### src/rtl/matinv_pkg.sv
// Shared definitions for the matrix-inversion byte-serial front and back ends:
// default geometry, frame byte count and the common state encoding.
package matinv_pkg;

   localparam int ELEM_W_DEF = 16;
   localparam int DIM_DEF    = 3;

   function automatic int nbytes(input int elem_w, input int dim);
      return dim * dim * elem_w / 8;
   endfunction

   typedef enum logic [1:0] {
      ST_COLLECT = 2'd0,
      ST_CHECK   = 2'd1,
      ST_HOLD    = 2'd2
   } state_t;

endpackage

### src/rtl/serial_to_parallel_matrix_loader_byte_shift_accum.sv
// NBYTES-deep byte shift register (new bytes enter the LSB lane) with a
// frame byte counter and a terminal-count flag.
module byte_shift_accum #(
   parameter int NBYTES = 18,
   parameter int TERM   = 18,
   parameter int CW     = 5
) (
   input  logic                clk,
   input  logic                rst,
   input  logic                clr,
   input  logic                start,
   input  logic                push,
   input  logic                shift,
   input  logic [7:0]          in_byte,
   output logic [NBYTES*8-1:0] data,
   output logic [CW-1:0]       count,
   output logic                terminal
);

   logic [NBYTES*8-1:0] data_reg;
   logic [NBYTES*8-1:0] data_next;
   logic [CW-1:0]       count_reg;

   genvar gi;
   generate
      for (gi = 0; gi < NBYTES; gi++) begin : g_lane
         if (gi == 0) begin : g_first
            assign data_next[7:0] = shift ? in_byte : data_reg[7:0];
         end else begin : g_next
            assign data_next[gi*8 +: 8] = shift ? data_reg[(gi-1)*8 +: 8]
                                                : data_reg[gi*8 +: 8];
         end
      end
   endgenerate

   always_ff @(posedge clk) begin
      if (!rst) begin
         data_reg  <= '0;
         count_reg <= '0;
      end else begin
         data_reg <= data_next;
         // start wins over push: a sof byte always opens a new frame at count 1
         if (clr)
            count_reg <= '0;
         else if (start)
            count_reg <= CW'(1);
         else if (push)
            count_reg <= count_reg + CW'(1);
      end
   end

   assign data     = data_reg;
   assign count    = count_reg;
   assign terminal = (count_reg == CW'(TERM));

endmodule

### src/rtl/serial_to_parallel_matrix_loader.sv
// Collects a sof-delimited byte stream into a flat DIM x DIM matrix word with
// valid/ready output. Define CHECKSUM_EN to append and verify an XOR checksum byte.
module serial_to_parallel_matrix_loader
   import matinv_pkg::*;
#(
   parameter int ELEM_W = ELEM_W_DEF,
   parameter int DIM    = DIM_DEF
) (
   input  logic                     clk,
   input  logic                     rst,
   input  logic [7:0]               in_byte,
   input  logic                     in_valid,
   input  logic                     in_sof,
   output logic                     in_ready,
   output logic [DIM*DIM*ELEM_W-1:0] out_matrix,
   output logic                     out_valid,
   input  logic                     out_ready,
   output logic                     frame_err
);

   localparam int NBYTES = nbytes(ELEM_W, DIM);
   localparam int MW     = DIM * DIM * ELEM_W;
`ifdef CHECKSUM_EN
   localparam int FRAME_LEN = NBYTES + 1;
`else
   localparam int FRAME_LEN = NBYTES;
`endif
   localparam int CW = $clog2(FRAME_LEN + 1);

   state_t          state_reg, state_next;
   logic [MW-1:0]   out_matrix_reg, out_matrix_next;
   logic            out_valid_reg, out_valid_next;
   logic            frame_err_reg, frame_err_next;
   logic            acc_clr, acc_start, acc_push, acc_shift, acc_term;
   logic [MW-1:0]   acc_data;
   logic [CW-1:0]   acc_count;
   logic            accept;
`ifdef CHECKSUM_EN
   logic [7:0]      xor_reg, xor_next;
   logic            chk_ok_reg, chk_ok_next;
`endif

   byte_shift_accum #(
      .NBYTES (NBYTES),
      .TERM   (FRAME_LEN),
      .CW     (CW)
   ) u_accum (
      .clk      (clk),
      .rst      (rst),
      .clr      (acc_clr),
      .start    (acc_start),
      .push     (acc_push),
      .shift    (acc_shift),
      .in_byte  (in_byte),
      .data     (acc_data),
      .count    (acc_count),
      .terminal (acc_term)
   );

   // Terminal count closes the input a cycle before the frame is published
   assign in_ready = rst && (state_reg == ST_COLLECT) && !acc_term;
   assign accept   = in_valid && in_ready;

   always_comb begin
      state_next      = state_reg;
      out_matrix_next = out_matrix_reg;
      out_valid_next  = out_valid_reg;
      frame_err_next  = 1'b0;
      acc_clr         = 1'b0;
      acc_start       = 1'b0;
      acc_push        = 1'b0;
      acc_shift       = 1'b0;
`ifdef CHECKSUM_EN
      xor_next        = xor_reg;
      chk_ok_next     = chk_ok_reg;
`endif
      case (state_reg)
         ST_COLLECT: begin
            if (acc_term) begin
`ifdef CHECKSUM_EN
               state_next      = ST_CHECK;
`else
               out_matrix_next = acc_data;
               out_valid_next  = 1'b1;
               state_next      = ST_HOLD;
`endif
            end else if (accept) begin
               if (in_sof) begin
                  acc_start      = 1'b1;
                  acc_shift      = 1'b1;
                  frame_err_next = (acc_count != '0);
`ifdef CHECKSUM_EN
                  xor_next       = in_byte;
`endif
               end else if (acc_count == '0) begin
                  frame_err_next = 1'b1;
               end else begin
                  acc_push = 1'b1;
`ifdef CHECKSUM_EN
                  // The checksum byte is counted but kept out of the matrix
                  if (acc_count == CW'(NBYTES)) begin
                     chk_ok_next = (xor_reg == in_byte);
                  end else begin
                     acc_shift = 1'b1;
                     xor_next  = xor_reg ^ in_byte;
                  end
`else
                  acc_shift = 1'b1;
`endif
               end
            end
         end
`ifdef CHECKSUM_EN
         ST_CHECK: begin
            if (chk_ok_reg) begin
               out_matrix_next = acc_data;
               out_valid_next  = 1'b1;
               state_next      = ST_HOLD;
            end else begin
               frame_err_next = 1'b1;
               acc_clr        = 1'b1;
               state_next     = ST_COLLECT;
            end
         end
`endif
         ST_HOLD: begin
            if (out_valid_reg && out_ready) begin
               out_valid_next = 1'b0;
               acc_clr        = 1'b1;
               state_next     = ST_COLLECT;
            end
         end
         default: begin
            state_next = ST_COLLECT;
         end
      endcase
   end

   always_ff @(posedge clk) begin
      if (!rst) begin
         state_reg      <= ST_COLLECT;
         out_matrix_reg <= '0;
         out_valid_reg  <= 1'b0;
         frame_err_reg  <= 1'b0;
      end else begin
         state_reg      <= state_next;
         out_matrix_reg <= out_matrix_next;
         out_valid_reg  <= out_valid_next;
         frame_err_reg  <= frame_err_next;
      end
   end

`ifdef CHECKSUM_EN
   always_ff @(posedge clk) begin
      if (!rst) begin
         xor_reg    <= '0;
         chk_ok_reg <= 1'b0;
      end else begin
         xor_reg    <= xor_next;
         chk_ok_reg <= chk_ok_next;
      end
   end
`endif

   assign out_matrix = out_matrix_reg;
   assign out_valid  = out_valid_reg;
   assign frame_err  = frame_err_reg;

endmodule
### config.mk
export PLATFORM = sky130hd
export DESIGN_NAME = serial_to_parallel_matrix_loader
export DESIGN_NICKNAME = d
export VERILOG_FILES = /design/src/rtl/matinv_pkg.sv /design/src/rtl/serial_to_parallel_matrix_loader_byte_shift_accum.sv /design/src/rtl/serial_to_parallel_matrix_loader.sv
export SDC_FILE = /design/constraint.sdc
export NUM_CORES = 1
export LEC_CHECK = 0
export BUFFER_PORTS_ARGS = -buffer_cell sky130_fd_sc_hd__buf_2
export CAP_MARGIN = 40
export CORE_AREA = 2 2 149 151
export DETAILED_ROUTE_END_ITERATION = 8
export DIE_AREA = 0 0 151 153
export PLACE_DENSITY_LB_ADDON = 0.12
export SYNTH_ARGS = -nofsm -noshare
export SYNTH_HDL_FRONTEND = slang
export SYNTH_SLANG_ARGS = --single-unit
export TNS_END_PERCENT = 1
### constraint.sdc
create_clock -name clk -period 2.1 [get_ports clk]
set_input_delay 0.315 -clock clk [delete_from_list [all_inputs] [get_ports clk]]
set_output_delay 0.315 -clock clk [all_outputs]
set_load 0.005 [all_outputs]
==> results.sh, run 1 <==
export IMPL_syn_area_sq_um=10800
export IMPL_cts_sinks=295
export IMPL_wl_um=26000
export IMPL_worstPathRequired_ns=1.78
export IMPL_final_hold_viol_count=0
export IMPL_reg2reg_slack_ns=0.02
export IMPL_drt_met1_wl_um=11700
export IMPL_violations="negative setup slack"
export IMPL_ys_seq_area_share_pct=54.4
export IMPL_fin_ws_ns=-0.00303
export IMPL_p_per_area_nw_per_um2=851
export IMPL_initial_core_util_pct=50.5
export IMPL_wl_met3_um=1170
export IMPL_fillers=1900
export IMPL_cts_buffers=30
export IMPL_die_w_um=151
export IMPL_ir_drop_v=0.000614
export IMPL_gp_congestion=0.767
export IMPL_fmax_mhz=476
export IMPL_p_switching_uw=2300
export IMPL_ys_ff_latch=295
export IMPL_syn_area_per_cell_sq_um=9.19
export IMPL_drc_errors=0
export IMPL_ios=160
export IMPL_rsz0062_at_grt="true"
export IMPL_cap_viol_max_count=0
export IMPL_skew_ns=0.00651
export IMPL_critPathMaxFanout=2
export IMPL_combinationalPowerShare_pct=3.0
export IMPL_antenna_found_initial=1
export IMPL_grt_pass1_vias=8266
export IMPL_dp_slack_ns=-0.00442
export IMPL_r2r_cells=9
export IMPL_drt_iter0_markers=504
export IMPL_grt_max_degree=102
export IMPL_area_delta_synth_final_pct=20.8
export IMPL_cts_root_buf="clkbuf_16"
export IMPL_vias=8695
export IMPL_worstMarginPinSlew_ns=0.701
export IMPL_maxSlewViolCount=0
export IMPL_cts_hold_buffers=0
export IMPL_htreeDepth=1
export IMPL_drive_gt1_share_pct=19.5
export IMPL_synth_cells=1180
export IMPL_whs_endpoint="u_accum.data[0]"
export IMPL_grt_ovfl_total=0
export IMPL_finalPower_uw=11200
export IMPL_p_sw_share_pct=20.6
export IMPL_setup_viol=1
export IMPL_intPower_uw=8860
export IMPL_hpwl_um=16500
export IMPL_yosys_cell_types_count=27
export IMPL_routed_via_density=5.43
export IMPL_dr_pass1_iters=5
export IMPL_fp_coreArea_sq_um=21500
export IMPL_hold_class="in2reg"
export IMPL_cts_tree="built"
export IMPL_p_seq_share_pct=50.4
export IMPL_placed_cells=1545
export IMPL_clkPwrFrac_pct=46.7
export IMPL_avgRoutedWirePerCell_um=16.2
export IMPL_highest_layer="met4"
export IMPL_register_area_sq_um=5910
export IMPL_grt_pass1_wl_um=42600
export IMPL_p_leak_uw=0.00580
export IMPL_min_period_over_period_pct=100
export IMPL_synth_nets=1198
export IMPL_final_cells=1602
export IMPL_crit_arrival_ns=1.79
export IMPL_clock_path_buffers=3
export IMPL_finalCriticalPeriod_ns=2.10
export IMPL_row_count=54
export IMPL_chipHeight_um=153
export IMPL_yosysWarnings=0
export IMPL_grtUsageTotal_pct=22.4
export IMPL_cp_start_kind="flip-flop"
export IMPL_fp_dieArea_sq_um=23100
export IMPL_max_slew_margin_pct=53.3
export IMPL_ant_nets=0
export IMPL_run_status="finished with violations"
export IMPL_min_from="in_byte[0]"
export IMPL_r2r_end="u_accum.count[3]"
export IMPL_path_clk_slew_ns=0.06
export IMPL_worstSetupPathType="reg2out"
export IMPL_cp_end_kind="output port"
export IMPL_worstSkewPairLatency_ns=0.54
export IMPL_min_delay_path_depth=3
export IMPL_nNetsFinal=1318
export IMPL_numPortBuffers=159
export IMPL_r2r_start="u_accum.count[0]"
export IMPL_wl_met2_um=12800
export IMPL_multiInputGateArea_sq_um=4480
==> logic make-up after synthesis <==
group / synth area share (%)
flip-flops: 54.4
multiplexers: 13.3
buffers and inverters: 4.87
AO/OA/AOI/OAI: 14.0
AND/OR/NAND/NOR: 12.9
adder cells (fa/ha/maj): 0.577
==> worst max-delay path by stage <==
| stage | from | to | slack (ns) |
|---|---|---|---|
| finish | u_accum.count[0] | in_ready | -0.003 |
| global route | u_accum.count[1] | in_ready | -0.07 |
| CTS | u_accum.count[0] | in_ready | -0.01 |
| detailed placement | u_accum.count[0] | u_accum.data[74] | -0.004 |
| global placement | u_accum.count[0] | u_accum.data[80] | 0.06 |
| floorplan | u_accum.count[0] | u_accum.data[83] | 0.05 |
==> power groups by stage <==
stage	Clock, uW	Combinational, uW	Sequential, uW
after global routing	5540	356	5620
after floorplan	0	228	5740
final	5200	331	5620
after detailed placement	0	328	5740
after CTS	5300	332	5620
after global placement	0	321	5740
==> synthesized netlist by cell type (all sizes together) <==
cell / n / area [sq um]
a21boi: 1 / 7.51
o21ai: 146 / 731
and3: 1 / 6.26
nor2: 1 / 3.75
nand3: 146 / 731
a21oi: 149 / 746
and2: 1 / 6.26
o41ai: 1 / 8.76
or3b: 1 / 8.76
buf: 35 / 179
clkbuf: 78 / 293
mux2i: 144 / 1440
dfxtp: 295 / 5910
or4: 5 / 37.5
nand2: 147 / 552
or4b: 1 / 10.0
nand4b: 1 / 8.76
o31ai: 2 / 15.0
inv: 15 / 56.3
nor3: 2 / 10.0
nor4bb: 1 / 10.0
ha: 5 / 62.6
nand4bb: 1 / 11.3
a221oi: 1 / 8.76
==> cell type report <==
cell class	count	area share, %
inverter	15	0.468
multi-input combinational	757	34.2
tap	280	2.67
antenna	1	0.0191
clock buffer	46	6.73
timing repair buffer	201	10.2
sequential	295	45.1
clock inverter	7	0.649
==> metal layers <==
layer | vias up | GRT usage (%)
met1 | 4138 | 30.6
met4 | 0 | 5.12
met3 | 33 | 2.84
met5 | - | 0
li1 | 4353 | -
met2 | 171 | 37.7
==> metrics by stage <==
stage	setup TNS [ns]	utilization [%]	area, sq um	hold slack (ns)
floorplan	0	-	10900	0.438
global placement	0	56.1	12000	0.450
detailed placement	-0.00442	56.2	12100	0.455
CTS	-0.0104	60.9	13100	0.00281
global route	-0.205	61.0	13100	0.0269
finish	-0.00303	61.0	13100	0.0203
==> critical path: stages (launching register included) <==
cell	delay (ns)
dfxtp_2	0.33
inv_2	0.04
buf_6	0.11
ha_4	0.15
nor4bb_4	0.15
buf_4	0.14
buf_8	0.12
nor3_4	0.09
buf_2	0.13
==> cell usage in the layout, fill, tap and decap left out, types with 2 or more instances in the layout <==
master     instances
dfxtp_1          291
buf_2            158
a21oi_1          149
nand2_1          147
nand3_1          146
o21ai_0          146
mux2i_1          144
clkbuf_16         31
buf_4             25
buf_12            15
inv_1             12
clkbuf_1          10
clkbuf_8           5
clkinv_2           5
or4_1              4
ha_1               4
dfxtp_2            3
inv_4              2
o31ai_1            2
bufinv_16          2
==> what timing repair did <==
item	in CTS	in global routing
resized for setup	7	3
buffers inserted	3	0
setup endpoints to repair	3	138
hold endpoints to repair	0	0
pin swaps	2	0
Note: power is estimated with default switching activity, not from simulation.
==> run 2, diff against run 1 <==
Settings changed: CORE_AREA 2 2 149 151 to 2 2 143 145, DIE_AREA 0 0 151 153 to 0 0 145 147, MAX_ROUTING_LAYER set to met4.
Clock period 2.1 ns to 2.2 ns, I/O delays scaled along.
==> results.sh, run 2 (same netlist as run 1, synthesis figures left out) <==
export IMPL_max_slew_margin_pct=50.9
export IMPL_top_usage_layer="met2"
export IMPL_final_area_sq_um=13400
export IMPL_cts_tree="built"
export IMPL_cts_sinks=295
export IMPL_vias=8864
export IMPL_dr_pass1_iters=7
export IMPL_die_w_um=145
export IMPL_grt_max_degree=145
export IMPL_area_delta_synth_final_pct=23.5
export IMPL_cts_buffers=29
export IMPL_wl_um=27100
export IMPL_setup_viol=0
export IMPL_grt_util_met3_pct=3.29
export IMPL_ant_nets=0
export IMPL_met1_usage_pct=33.2
export IMPL_grt_pass1_vias=8279
export IMPL_routed_via_density=5.53
export IMPL_min_period_over_period_pct=97.9
export IMPL_grt_ovfl_total=0
export IMPL_initial_core_util_pct=54.7
export IMPL_nNetsFinal=1330
export IMPL_cap_viol_max_count=0
export IMPL_worstMarginPinSlew_ns=0.737
export IMPL_fmax_mhz=464
export IMPL_p_leak_uw=0.00596
export IMPL_maxSlewViolCount=0
export IMPL_fillers=1624
export IMPL_avgRoutedWirePerCell_um=16.9
export IMPL_placed_cell_area_sq_um=11900
export IMPL_grt_use_met2_pct=39.9
export IMPL_chipHeight_um=147
export IMPL_cts_hold_buffers=0
export IMPL_fin_ws_ns=0.0461
export IMPL_gp_congestion=0.795
export IMPL_drt_iter0_markers=596
export IMPL_hpwl_um=15900
export IMPL_fp_dieArea_sq_um=21300
export IMPL_run_status="completed"
export IMPL_crit_arrival_ns=2.57
export IMPL_dp_slack_ns=-0.0674
export IMPL_final_hold_viol_count=0
export IMPL_cp_start_kind="flip-flop"
export IMPL_hold_class="in2reg"
export IMPL_row_count=52
export IMPL_grt_pass1_wl_um=42500
export IMPL_p_per_area_nw_per_um2=793
export IMPL_worstSkewPairLatency_ns=0.54
export IMPL_ios=160
export IMPL_rsz0062_at_grt="true"
export IMPL_cts_root_buf="clkbuf_16"
export IMPL_critPathMaxFanout=8
export IMPL_clock_path_buffers=3
export IMPL_drive_gt1_share_pct=20.5
export IMPL_final_cell_mix="dfxtp_1, buf_2, a21oi_1"
export IMPL_drc_errors=0
export IMPL_antenna_found_initial=1
export IMPL_htreeDepth=1
export IMPL_finalPower_uw=10600
export IMPL_fp_coreArea_sq_um=19800
export IMPL_worstSetupPathType="reg2reg"
export IMPL_skew_ns=0.00933
export IMPL_finalCriticalPeriod_ns=2.15
export IMPL_ir_drop_v=0.000685
export IMPL_grtUsageTotal_pct=24.5
export IMPL_path_clk_slew_ns=0.06
export IMPL_numPortBuffers=159
export IMPL_cp_end_kind="flip-flop"
export IMPL_worstPathRequired_ns=2.62
export IMPL_final_common_cell="dfxtp_1"
## run 2: what timing repair did
| action | in CTS | in global routing |
|---|---|---|
| cloned | 3 | 11 |
| buffers inserted | 7 | 2 |
| endpoints found under the setup margin | 57 | 143 |
| pin swaps | 3 | 2 |
| hold endpoints to repair | 0 | 0 |
| resized for setup | 8 | 17 |
## run 2: area by class of cell
| class | instances | area, sq um | area share (%) |
|---|---|---|---|
| inverter | 15 | 61.3 | 0.457 |
| multi-input combinational | 757 | 4490 | 33.5 |
| timing repair buffer | 214 | 1650 | 12.3 |
| clock buffer | 44 | 862 | 6.43 |
| sequential | 295 | 5910 | 44.1 |
| tap | 270 | 338 | 2.52 |
| antenna | 1 | 2.50 | 0.0187 |
| clock inverter | 6 | 80.1 | 0.598 |
## run 2: report_power, final
part / switching (uW) / internal (uW)
Sequential: 6.56 / 5350
Clock: 1980 / 2910
Combinational: 209 / 165
Total: 2200 / 8430
## run 2: path summary, 6_finish.rpt
path	startpoint	end	slack (ns)	depth (start not counted)
min reg2reg	u_accum.data[137]	u_accum.data[137]	0.46	2
min	in_byte[7]	u_accum.data[7]	0.03	3
max	u_accum.count[0]	u_accum.data[42]	0.05	9
max reg2reg	u_accum.count[0]	u_accum.data[42]	0.05	9
## run 2: metal layers
metal | vias to the layer above | share of wire (%) | wire length (um)
met5 | - | 0 | 0
met4 | 0 | 1.7 | 457
met3 | 42 | 4.7 | 1280
met2 | 208 | 50 | 13500
met1 | 4233 | 44 | 11900
li1 | 4381 | - | -
## run 2: metrics by stage
stage | util [%] | hold WS (ns) | cells | setup TNS [ns]
6_report | 67.5 | 0.0266 | 1602 | 0
5_1_grt | 67.5 | 0.0251 | 1602 | -0.0313
4_1_cts | 65.8 | 0.0150 | 1588 | -0.00213
3_5_place_dp | 60.1 | 0.453 | 1528 | -1.49
3_3_place_gp | 60.0 | 0.447 | 1527 | 0
2_1_floorplan | - | 0.438 | 1180 | -1.03
## run 2: worst max-delay path, cell delays in order, from the launching register on
cell and delay, ns:
dfxtp_2 0.32, inv_1 0.05, buf_4 0.14, ha_4 0.15
nor4bb_4 0.16, buf_4 0.15, or4_4 0.56, buf_12 0.19
clkbuf_16 0.17, mux2i_1 0.12
